[src/rtl/oam_dma_arbiter.sv]
// rtl/oam_dma_arbiter.sv - FF46 OAM DMA engine with CPU blocking and VRAM-read arbitration
module oam_dma_arbiter #(
  parameter int CYCLES_PER_BYTE = 4,
  parameter int START_DELAY     = 4,
  parameter int NUM_BYTES       = 160
) (
  input  logic        clk,
  input  logic        reset,
  input  logic        cpu_sel,
  input  logic        cpu_wr,
  input  logic [15:0] cpu_addr,
  input  logic [7:0]  cpu_di,
  output logic [7:0]  cpu_do,
  input  logic        video_rd,
  output logic        dma_active,
  output logic        cpu_blocked,
  output logic        src_rd,
  output logic [15:0] src_addr,
  input  logic [7:0]  src_data,
  output logic        oam_wr,
  output logic [7:0]  oam_addr,
  output logic [7:0]  oam_data,
  output logic        dma_done
);

  localparam int KW = (CYCLES_PER_BYTE > 1) ? $clog2(CYCLES_PER_BYTE) : 1;
  localparam int DW = (START_DELAY > 1) ? $clog2(START_DELAY) : 1;
  localparam logic [KW-1:0] K_LAST   = KW'(CYCLES_PER_BYTE - 1);
  localparam logic [7:0]    IDX_LAST = 8'(NUM_BYTES - 1);
  localparam logic [DW-1:0] D_LOAD   = DW'(START_DELAY - 1);

  typedef enum logic [1:0] {IDLE, START, XFER} state_t;

  state_t        state;
  logic [7:0]    hi;
  logic [7:0]    ehi;
  logic [7:0]    idx;
  logic [KW-1:0] k;
  logic [DW-1:0] dcnt;
  logic          reg_wr;
  logic          in_xfer;
  logic          stall;
  logic          slot_end;

  assign reg_wr   = cpu_sel && cpu_wr;
  // Echo-RAM pages E0-FF fold back onto C0-DF.
  assign ehi      = (hi >= 8'hE0) ? hi - 8'h20 : hi;
  assign in_xfer  = (state == XFER);
  // Video only wins the VRAM path at the very start of a slot.
  assign stall    = in_xfer && (k == '0) && (ehi[7:5] == 3'b100) && video_rd;
  assign slot_end = in_xfer && (k == K_LAST);

  assign cpu_do      = hi;
  assign dma_active  = (state != IDLE);
  assign cpu_blocked = dma_active && (cpu_addr < 16'hFF00);
  assign src_rd      = in_xfer && !stall;
  assign src_addr    = in_xfer ? {ehi, idx} : 16'h0000;
  // A restart aborts the pending byte, except the final byte which still lands.
  assign oam_wr      = slot_end && (!reg_wr || (idx == IDX_LAST));
  assign oam_addr    = oam_wr ? idx : 8'h00;
  assign oam_data    = oam_wr ? src_data : 8'h00;

  always_ff @(posedge clk or posedge reset) begin
    if (reset) begin
      state    <= IDLE;
      hi       <= 8'h00;
      idx      <= 8'h00;
      k        <= '0;
      dcnt     <= '0;
      dma_done <= 1'b0;
    end else begin
      dma_done <= 1'b0;
      if (reg_wr) begin
        hi    <= cpu_di;
        state <= START;
        dcnt  <= D_LOAD;
        idx   <= 8'h00;
        k     <= '0;
      end else begin
        case (state)
          START: begin
            if (dcnt == '0) begin
              state <= XFER;
              idx   <= 8'h00;
              k     <= '0;
            end else begin
              dcnt <= dcnt - 1'b1;
            end
          end
          XFER: begin
            if (!stall) begin
              if (k == K_LAST) begin
                k <= '0;
                if (idx == IDX_LAST) begin
                  state    <= IDLE;
                  dma_done <= 1'b1;
                end else begin
                  idx <= idx + 8'd1;
                end
              end else begin
                k <= k + 1'b1;
              end
            end
          end
          default: state <= IDLE;
        endcase
      end
    end
  end

endmodule
[config.mk]
export PLATFORM = sky130hd
export DESIGN_NAME = oam_dma_arbiter
export DESIGN_NICKNAME = d
export VERILOG_FILES = /design/src/rtl/oam_dma_arbiter.sv
export SDC_FILE = /design/constraint.sdc
export NUM_CORES = 1
export LEC_CHECK = 0
export BUFFER_PORTS_ARGS = -buffer_cell sky130_fd_sc_hd__buf_4
export CAP_MARGIN = 40
export CELL_PAD_IN_SITES_DETAIL_PLACEMENT = 2
export CELL_PAD_IN_SITES_GLOBAL_PLACEMENT = 2
export CORE_MARGIN = 2
export CORE_UTILIZATION = 25
export CTS_BUF_LIST = sky130_fd_sc_hd__clkbuf_4
export CTS_CLUSTER_DIAMETER = 200
export DETAILED_ROUTE_END_ITERATION = 6
export GPL_ROUTABILITY_DRIVEN = 1
export GPL_TIMING_DRIVEN = 0
export PLACE_DENSITY = 0.78
export SETUP_SLACK_MARGIN = 0.02
export SYNTH_ARGS = -nofsm -noshare
export SYNTH_HDL_FRONTEND = slang
export SYNTH_SLANG_ARGS = --single-unit
export TNS_END_PERCENT = 10
[constraint.sdc]
create_clock -name clk -period 2.39 [get_ports clk]
set_input_delay 0.1195 -clock clk [delete_from_list [all_inputs] [get_ports clk]]
set_output_delay 0.1195 -clock clk [all_outputs]
set_load 0.1 [all_outputs]
==> results of run 1 <==
==> how the worst max path moves through the flow <==
stage,start,cells past startpoint,endpoint
after floorplan,idx[0]$_DFFE_PP0P_,7,oam_addr[4]
after global placement,idx[0]$_DFFE_PP0P_,8,oam_data[4]
after detailed placement,idx[0]$_DFFE_PP0P_,8,oam_data[5]
after CTS,idx[1]$_DFFE_PP0P_,8,oam_data[5]
after global routing,idx[1]$_DFFE_PP0P_,8,oam_data[1]
final,idx[1]$_DFFE_PP0P_,8,oam_data[3]
==> power by group through the flow <==
stage               Sequential (mW)  Combinational (mW)  Clock, mW
global route                  0.522                1.28      0.230
floorplan                     0.650               0.792          0
detailed placement            0.522                1.20          0
CTS                           0.512                1.22      0.215
finish                        0.511                1.21      0.206
global placement              0.518                1.18          0
==> registers in the layout, indices dropped and copies added, names as in the netlist <==
name      flops
cpu_do        8
idx           8
dma_done      1
state         2
k             2
dcnt          2
==> metrics by stage <==
| step | power (mW) | hold slack [ns] | TNS, ns | setup WS (ns) |
|---|---|---|---|---|
| 6_report | 1.92 | 0.0156 | 0 | 0.164 |
| 5_1_grt | 2.03 | 0.00806 | 0 | 0.0188 |
| 4_1_cts | 1.94 | 0.0113 | 0 | 0.0258 |
| 3_5_place_dp | 1.72 | 0.192 | -1.31 | -0.148 |
| 3_3_place_gp | 1.69 | 0.333 | -0.971 | -0.113 |
| 2_1_floorplan | 1.44 | 0.121 | -3.47 | -0.348 |
==> layer usage <==
metal  part of all wire  wire length (um)  up-vias  track usage
met2               0.51              2460       47        0.277
met4              0.011                51        0       0.0356
met5                  0                 0        -            0
met3              0.056               269        5       0.0222
met1               0.42              2040      746        0.190
li1                   -                 -      725            -
==> repair_timing <==
item                                    in CTS  in global routing
endpoints found under the setup margin      16                 16
hold buffers                                 3                  1
setup buffers                                3                  3
cloned                                       0                  0
endpoints found under the hold margin       13                  1
pin swaps                                    1                  1
gates resized for setup                     18                  6
==> worst max-delay path, stage by stage, from the launching register on <==
cell and delay (ns):
dfrtp_1 0.42, ha_2 0.24, nand3_2 0.14, nor2_4 0.14, nor2_1 0.10, nor2_4 0.19, clkbuf_4 0.20, and2_1 0.14
buf_6 0.22
==> kinds of logic (layout without fill, tap and decap cells) <==
| logic type | after synthesis | after routing | synth area share |
|---|---|---|---|
| XOR/XNOR | 1 | 1 | 0.00595 |
| AND/OR/NAND/NOR | 72 | 72 | 0.287 |
| buffers and inverters | 17 | 104 | 0.0535 |
| AO/OA/AOI/OAI | 33 | 33 | 0.166 |
| adder cells (fa/ha/maj) | 6 | 6 | 0.0510 |
| multiplexers | 6 | 6 | 0.0459 |
| flip-flops | 23 | 23 | 0.391 |
==> cell type report <==
class / instances / area (um2) / share of cell area
Sequential cell: 23 / 578 / 0.244
Inverter: 8 / 30.0 / 0.0127
Tap cell: 72 / 90.1 / 0.0381
Multi-Input combinational cell: 118 / 886 / 0.374
Buffer: 8 / 48.8 / 0.0206
Timing Repair Buffer: 84 / 704 / 0.298
Clock buffer: 4 / 30.0 / 0.0127
==> synthesized netlist by cell type, drive strengths merged <==
cell type,n
o22ai,1
a22o,2
xnor2,1
o31ai,10
a311o,1
or3,2
or4,1
nor2,9
and3,6
nor3,1
dfrtp,23
a31oi,1
a31o,1
nand2,10
mux2,6
o21ai,9
or2b,1
or2,2
nand4,3
a211oi,2
inv,8
nand3,5
o211ai,2
ha,6
a21oi,1
o21a,1
nand4bb,1
clkbuf,6
nand2b,2
o211a,1
a311oi,1
nor2b,1
and2,28
buf,3
==> flow_summary.yaml, run 1 <==
outcome:
  status: "finished, final reports clean"
run:
  drv_cap: 0
finish:
  layout-drive-gt1-share: 0.461
  final_core_utilization: 0.422
  fill_cells: 617
  finalInstanceArea_um2: 2370
  antenna_cells: 0
  syn2layout_area_growth_pct: 60.7
  final_common_cell: "buf_4"
  num-nets-final: 289
  final_cell_mix: "buf_4 (72), and2_1 (28), dfrtp_1 (21), o31ai_1 (10), nand2_1 (9)"
  finalNonFillerCells: 317
route:
  route.detailed.drc: 0
  via_per_inst: 4.80
  antenna_left: 0
  drtIter0Drc: 47
  drt_wl_total_um: 4830
  via_count: 1523
  dr.pass1.iters: 4
  wl_per_cell_um: 15.2
setup_path:
  critPathKind: "reg -> out"
  r2r_slack_ns: 0.23
  start_kind: "flip-flop"
  crit_required_ns: 2.27
  crit_path_end_kind: "output pin"
  cp.arrival_ns: 2.11
  path_max_fanout: 10
  r2r_cells: 8
  r2r-end: "state[1]$_DFFE_PP0P_"
  rr_startpoint: "cpu_do[5]$_DFFE_PP0P_"
floorplan:
  dieArea_um2: 6520
  die_w_um: 80.8
  start_util: 0.263
  placementRows: 27
  die_h_um: 80.8
  io_pins: 82
  fp.coreArea_um2: 5610
timing:
  min_period_ns: 2.23
  period_share: 0.931
  worst_pin_slew_ns: 0.522
  hold_viol_final: 0
  rsz0062_at_grt: "false"
  clock.fmax_mhz: 449
  finalMaxSlewViolations: 0
  slew_headroom: 0.652
  finClkSkew_ns: 0.00382
  setup_viol: 0
power:
  p_clk_frac: 0.107
  combPwrFrac: 0.627
  p_seq_frac: 0.266
  power_density_nw_per_um2: 812
  leakage_nw: 1.12
  netSwitchingFraction: 0.550
  intPower_mw: 0.865
  switching_power_mw: 1.06
  peakVddDrop_uv: 850
grt:
  overflow: 0
  grt_antenna_before_repair: 0
  grt_pass1_wl_um: 7760
  grt_max_degree: 13
  grt_use_total: 0.152
  grt_pass1_vias: 1591
yosys:
  avgSynthCellArea_um2: 9.32
  seq_area_frac_synth: 0.391
  synthDistinctLibCells: 40
  yosys.area.top_type: "dfrtp_1"
  synth-seq-cells: 23
  netlist.area_leader.share: 0.391
  syn_inst: 158
  syn_area_um2: 1470
  synth.area.top_cells: "dfrtp_1 (39%), and2_1 (12%), ha_1 (5.1%)"
  yosysWarnings: 0
  syn-num-nets: 201
cts:
  clkSinkCount: 23
  cts_buffers: 3
  cts_max_level: 1
  cts_tree: "yes"
  cts_buffer_depth: 2
  clk_latency_ns: 0.33
  root_buffer: "clkbuf_4"
  clkTransAtPathRegs_ns: 0.14
placement:
  hpwlAfterDp_um: 3750
  port-buffer-count: 73
  routabilityCongestion: 0.691
  dp.cells: 304
  placed_cell_area_um2: 2160
worst_hold_path:
  hold_end: "cpu_do[7]$_DFFE_PP0P_"
  holdCritPathClass: "in -> reg"
  holdPathStages: 2
  worstHoldStart: "cpu_di[7]"
(Power assumes the default switching activity.)
==> run 2: changes to the inputs <==
==> constraint.sdc (replaced) <==
create_clock -name clk -period 2.39 [get_ports clk]
set_input_delay 0.717 -clock clk [delete_from_list [all_inputs] [get_ports clk]]
set_output_delay 0.717 -clock clk [all_outputs]
set_load 0.1 [all_outputs]
==> run 2 against run 1 <==
The run now ends with negative setup slack left. Sequential power grew 4.1%. Non-clock buffer count grew 10. Utilization grew 9.1 points. Clock-buffer cell count is the same. First-iteration DRC count grew 64%. Sequential cell count is the same. Worst setup slack lost 0.48 ns. Largest cell class is now buffers. Die area is the same. Register-to-register slack lost 0.18 ns.
==> flow_summary.yaml, run 2 (synthesis gave the netlist of run 1 again) <==
setup_path:
  start_kind: "flip-flop"
  crit_required_ns: 1.67
  path_cells: "ha_4, nand3_4, nor2_4, nor2_4, nor2_4, clkbuf_8, and2_4, buf_12"
  r2r_cells: 8
  path_max_fanout: 5
  slowest_delay_ns: 0.43
  crit_slowest_cell: "dfrtp_1"
  crit_path_end_kind: "output pin"
  crit_end: "oam_addr[4]"
  startpoint: "idx[1]$_DFFE_PP0P_"
  critPathKind: "reg -> out"
  rr_startpoint: "cpu_do[5]$_DFFE_PP0P_"
  worst_path_most_repeated_cell: "nor2_4"
  r2r-end: "idx[6]$_DFFE_PP0P_"
  cp.arrival_ns: 1.99
  r2r_slack_ns: 0.05
placement:
  routabilityCongestion: 0.774
  hpwlAfterDp_um: 3830
  dp.cells: 304
  placed_cell_area_um2: 2240
  port-buffer-count: 73
floorplan:
  dieArea_um2: 6520
  placementRows: 27
  io_pins: 82
  die_w_um: 80.8
  fp.coreArea_um2: 5610
  start_util: 0.263
  die_h_um: 80.8
run:
  drv_cap: 0
cts:
  cts_max_level: 1
  cts_buffers: 3
  clk_latency_ns: 0.34
  cts_tree: "yes"
  root_buffer: "clkbuf_4"
  ctsHoldBuffers: 0
  cts_buffer_depth: 2
  clkTransAtPathRegs_ns: 0.14
  clkSinkCount: 23
power:
  p_total_mw: 2.18
  leakage_nw: 1.27
  power_density_nw_per_um2: 758
  peakVddDrop_uv: 605
finish:
  num-nets-final: 299
  finalNonFillerCells: 327
  final_common_cell: "buf_4"
  final_core_utilization: 0.513
  antenna_cells: 0
  final_cell_mix: "buf_4 (58), buf_12 (22), dfrtp_1 (17), buf_6 (15), and2_4 (15)"
  finalInstanceArea_um2: 2880
  layout-drive-gt1-share: 0.624
  syn2layout_area_growth_pct: 95.2
timing:
  clock.fmax_mhz: 369
  finClkSkew_ns: 0.00197
  slew_headroom: 0.628
  period_share: 1.13
  hold_viol_final: 0
  worst_pin_slew_ns: 0.559
  fin_ws_ns: -0.318
  min_period_ns: 2.71
  setup_viol: 30
  finalMaxSlewViolations: 0
  rsz0062_at_grt: "true"
route:
  via_per_inst: 5.04
  antenna_left: 0
  dr.pass1.iters: 4
  drtIter0Drc: 77
  drt_wl_total_um: 6770
  wl_per_cell_um: 20.7
  route.detailed.drc: 0
  via_count: 1647
grt:
  grt_antenna_before_repair: 0
  grt_use_total: 0.200
  grt_pass1_vias: 1846
  overflow: 0
  grt_max_degree: 13
  grt_pass1_wl_um: 9890
outcome:
  violations: "negative setup slack"
  status: "finished, violations left"
worst_hold_path:
  holdCritPathClass: "in -> async"
-- run 2: cell types whose count changed in the layout (fill, tap and decap cells not counted), sizes merged --
cell	change
buf	+15
dlygate4sd3	-4
clkbuf	-1
-- run 2: worst min-delay path by stage --
stage / startpoint / to / slack, ns / cells after the start
2_1_floorplan: idx[7]$_DFFE_PP0P_ / idx[7]$_DFFE_PP0P_ / 0.48 / 1
3_3_place_gp: dcnt[1]$_DFFE_PP0P_ / dcnt[1]$_DFFE_PP0P_ / 0.49 / 2
3_5_place_dp: cpu_do[2]$_DFFE_PP0P_ / cpu_do[2]$_DFFE_PP0P_ / 0.52 / 1
4_1_cts: reset / idx[0]$_DFFE_PP0P_ / 0.42 / 2
5_1_grt: reset / idx[1]$_DFFE_PP0P_ / 0.42 / 2
6_report: reset / cpu_do[2]$_DFFE_PP0P_ / 0.39 / 2
-- run 2: timing repair --
action,in CTS,in global routing
buffers inserted,14,5
endpoints found under the hold margin,0,0
gates resized for setup,92,24
pin swaps,14,1
gates cloned,1,0
setup endpoints to repair,31,36
-- run 2: where the power goes --
group          switching (mW)  leakage [nW]  internal [mW]  total, mW
Combinational           0.968         0.969          0.462       1.43
Sequential             0.0739         0.285          0.458      0.532
Clock                   0.141        0.0184         0.0773      0.218
-- run 2: metrics by stage --
| step | setup WS, ns | hold slack [ns] | setup TNS [ns] |
|---|---|---|---|
| after floorplan | -0.325 | 0.478 | -4.78 |
| after global placement | -0.784 | 0.492 | -11.33 |
| after detailed placement | -0.814 | 0.522 | -11.87 |
| after CTS | -0.230 | 0.421 | -3.94 |
| after global routing | -0.404 | 0.418 | -7.90 |
| final | -0.318 | 0.394 | -5.61 |
-- run 2: layout make-up --
class / count / area, um2
fill: 570 / 2730
inverter: 8 / 40.0
sequential: 23 / 588
multi-input combinational: 118 / 1010
tap: 72 / 90.1
timing repair buffer: 94 / 1050
clock buffer: 4 / 30.0
buffer: 8 / 62.6
-- run 2: worst max-delay path, delay by kind of cell (launching register included) --
family | cells | cell delay (ns)
and+or+nand+nor | 5 | 0.67
DFF | 1 | 0.43
buffers and inverters | 2 | 0.36
adders and majority gates | 1 | 0.18
-- run 2: routing by layer --
metal | vias up | wire length, um | track usage
li1 | 751 | - | -
met1 | 828 | 2430 | 0.219
met2 | 59 | 3920 | 0.398
met3 | 9 | 319 | 0.0300
met4 | 0 | 111 | 0.0492
met5 | - | 0 | 0
==> run 3: changes to the inputs <==
Settings changed: SKIP_CTS_REPAIR_TIMING set to 1.
==> run 3 against run 2 <==
The run still ends with negative setup slack left. Sequential share of layout area is 0.44 points higher. Die area stayed put. Clock skew is 0.0044 ns higher. Final area is 2.1% lower. Via count is 5.4% lower. Combinational power is 4% lower. Critical path depth stayed put. Sequential power is 0.8% lower. Clock-buffer cell count stayed put. First-iteration DRC count is 17% lower. Clock power is 3% lower. Critical endpoint is now oam_data[4].
==> flow_summary.yaml, run 3 (synthesis gave the netlist of run 1 again) <==
timing:
  finalMaxSlewViolations: 0
  rsz0062_at_grt: "true"
  setup_viol: 19
  period_share: 1.14
  slew_headroom: 0.634
  hold_viol_final: 0
  fin_ws_ns: -0.342
  worst_pin_slew_ns: 0.548
  finClkSkew_ns: 0.00637
  min_period_ns: 2.73
  clock.fmax_mhz: 366
floorplan:
  dieArea_um2: 6520
  die_h_um: 80.8
  io_pins: 82
  placementRows: 27
  fp.coreArea_um2: 5610
  start_util: 0.263
  die_w_um: 80.8
cts:
  cts_buffer_depth: 2
  cts_tree: "yes"
  clkSinkCount: 23
  cts_max_level: 1
  clk_latency_ns: 0.33
  root_buffer: "clkbuf_4"
  cts_buffers: 3
  clkTransAtPathRegs_ns: 0.14
route:
  wl_per_cell_um: 19.0
  dr.pass1.iters: 4
  drtIter0Drc: 64
  via_per_inst: 4.93
  via_count: 1558
  antenna_left: 0
  drt_wl_total_um: 5990
  route.detailed.drc: 0
placement:
  dp.cells: 304
  routabilityCongestion: 0.774
  port-buffer-count: 73
  hpwlAfterDp_um: 3830
  dp_slack_ns: -0.814
setup_path:
  crit_path_end_kind: "output pin"
  path_cells: "ha_4, nand3_4, nor2_4, nor2_4, nor2_4, buf_8, and2_4, buf_12"
  critPathKind: "reg -> out"
  critPathBufInv: 2
  crit_required_ns: 1.67
  path_max_fanout: 10
  cp.arrival_ns: 2.01
  worst_path_dominant_cell_family: "simple AND/OR/NAND/NOR gates"
  crit_slowest_cell: "dfrtp_1"
  worst_path_most_repeated_cell: "nor2_4"
  slowest_delay_ns: 0.46
  start_kind: "flip-flop"
power:
  power_density_nw_per_um2: 749
  leakage_nw: 1.23
  peakVddDrop_uv: 557
  p_total_mw: 2.11
worst_hold_path:
  holdCritPathClass: "in -> async"
finish:
  num-nets-final: 288
  final_common_cell: "buf_4"
  syn2layout_area_growth_pct: 91.2
  layout-drive-gt1-share: 0.607
  multi_input_area_um2: 1010
  final_cell_mix: "buf_4 (53), buf_12 (28), dfrtp_1 (17), and2_4 (14), and2_1 (11)"
  finalNonFillerCells: 316
  antenna_cells: 0
  regArea_um2: 588
  fill_cells: 576
grt:
  grt_use_total: 0.152
  grt_antenna_before_repair: 0
  overflow: 0
  grt_pass1_vias: 1565
  grt_pass1_wl_um: 7750
  grt_max_degree: 13
outcome:
  violations: "negative setup slack"
  status: "finished, violations left"
run:
  drv_cap: 0
## run 3: report_power, final
group | switching (mW) | leakage, nW | total, mW | internal, mW
combinational | 0.923 | 0.924 | 1.37 | 0.446
sequential | 0.0702 | 0.285 | 0.528 | 0.458
clock | 0.135 | 0.0184 | 0.212 | 0.0770
total | 1.13 | 1.23 | 2.11 | 0.981
## run 3: routing by layer
layer  part of all wire  track usage  up-vias
met3              0.049       0.0244       11
met4              0.017       0.0424        0
met5                  0            0        -
met1               0.37        0.183      775
met2               0.56        0.280       47
li1                   -            -      725
## run 3: cell type report
type	instances	share of cell area
clock buffer	4	0.0107
sequential	23	0.209
multi-input combinational	118	0.359
tap	72	0.0320
buffer	8	0.0253
inverter	8	0.0133
timing repair buffer	83	0.351
## run 3: worst paths after layout
check                                 startpoint                     to  slack [ns]  cells after the start
max in group asynchronous                  reset  cpu_do[6]$_DFFE_PP0P_        1.48                      3
hold / removal                             reset     idx[4]$_DFFE_PP0P_        0.41                      2
setup reg to reg           cpu_do[5]$_DFFE_PP0P_     idx[6]$_DFFE_PP0P_        0.14                      8
setup / recovery              idx[1]$_DFFE_PP0P_            oam_data[4]       -0.34                      8
hold reg to reg            cpu_do[2]$_DFFE_PP0P_  cpu_do[2]$_DFFE_PP0P_        0.55                      1
min in group clk           cpu_do[2]$_DFFE_PP0P_  cpu_do[2]$_DFFE_PP0P_        0.55                      1
## run 3: metrics by stage
step / utilization / TNS, ns / instance area, um2 / hold WS [ns]
6_report: 0.502 / -5.30 / 2820 / 0.410
5_1_grt: 0.502 / -7.04 / 2820 / 0.437
4_1_cts: 0.405 / -20.76 / 2270 / 0.420
3_5_place_dp: 0.399 / -11.87 / 2240 / 0.522
3_3_place_gp: 0.397 / -11.33 / 2220 / 0.492
2_1_floorplan: - / -4.78 / 1590 / 0.478
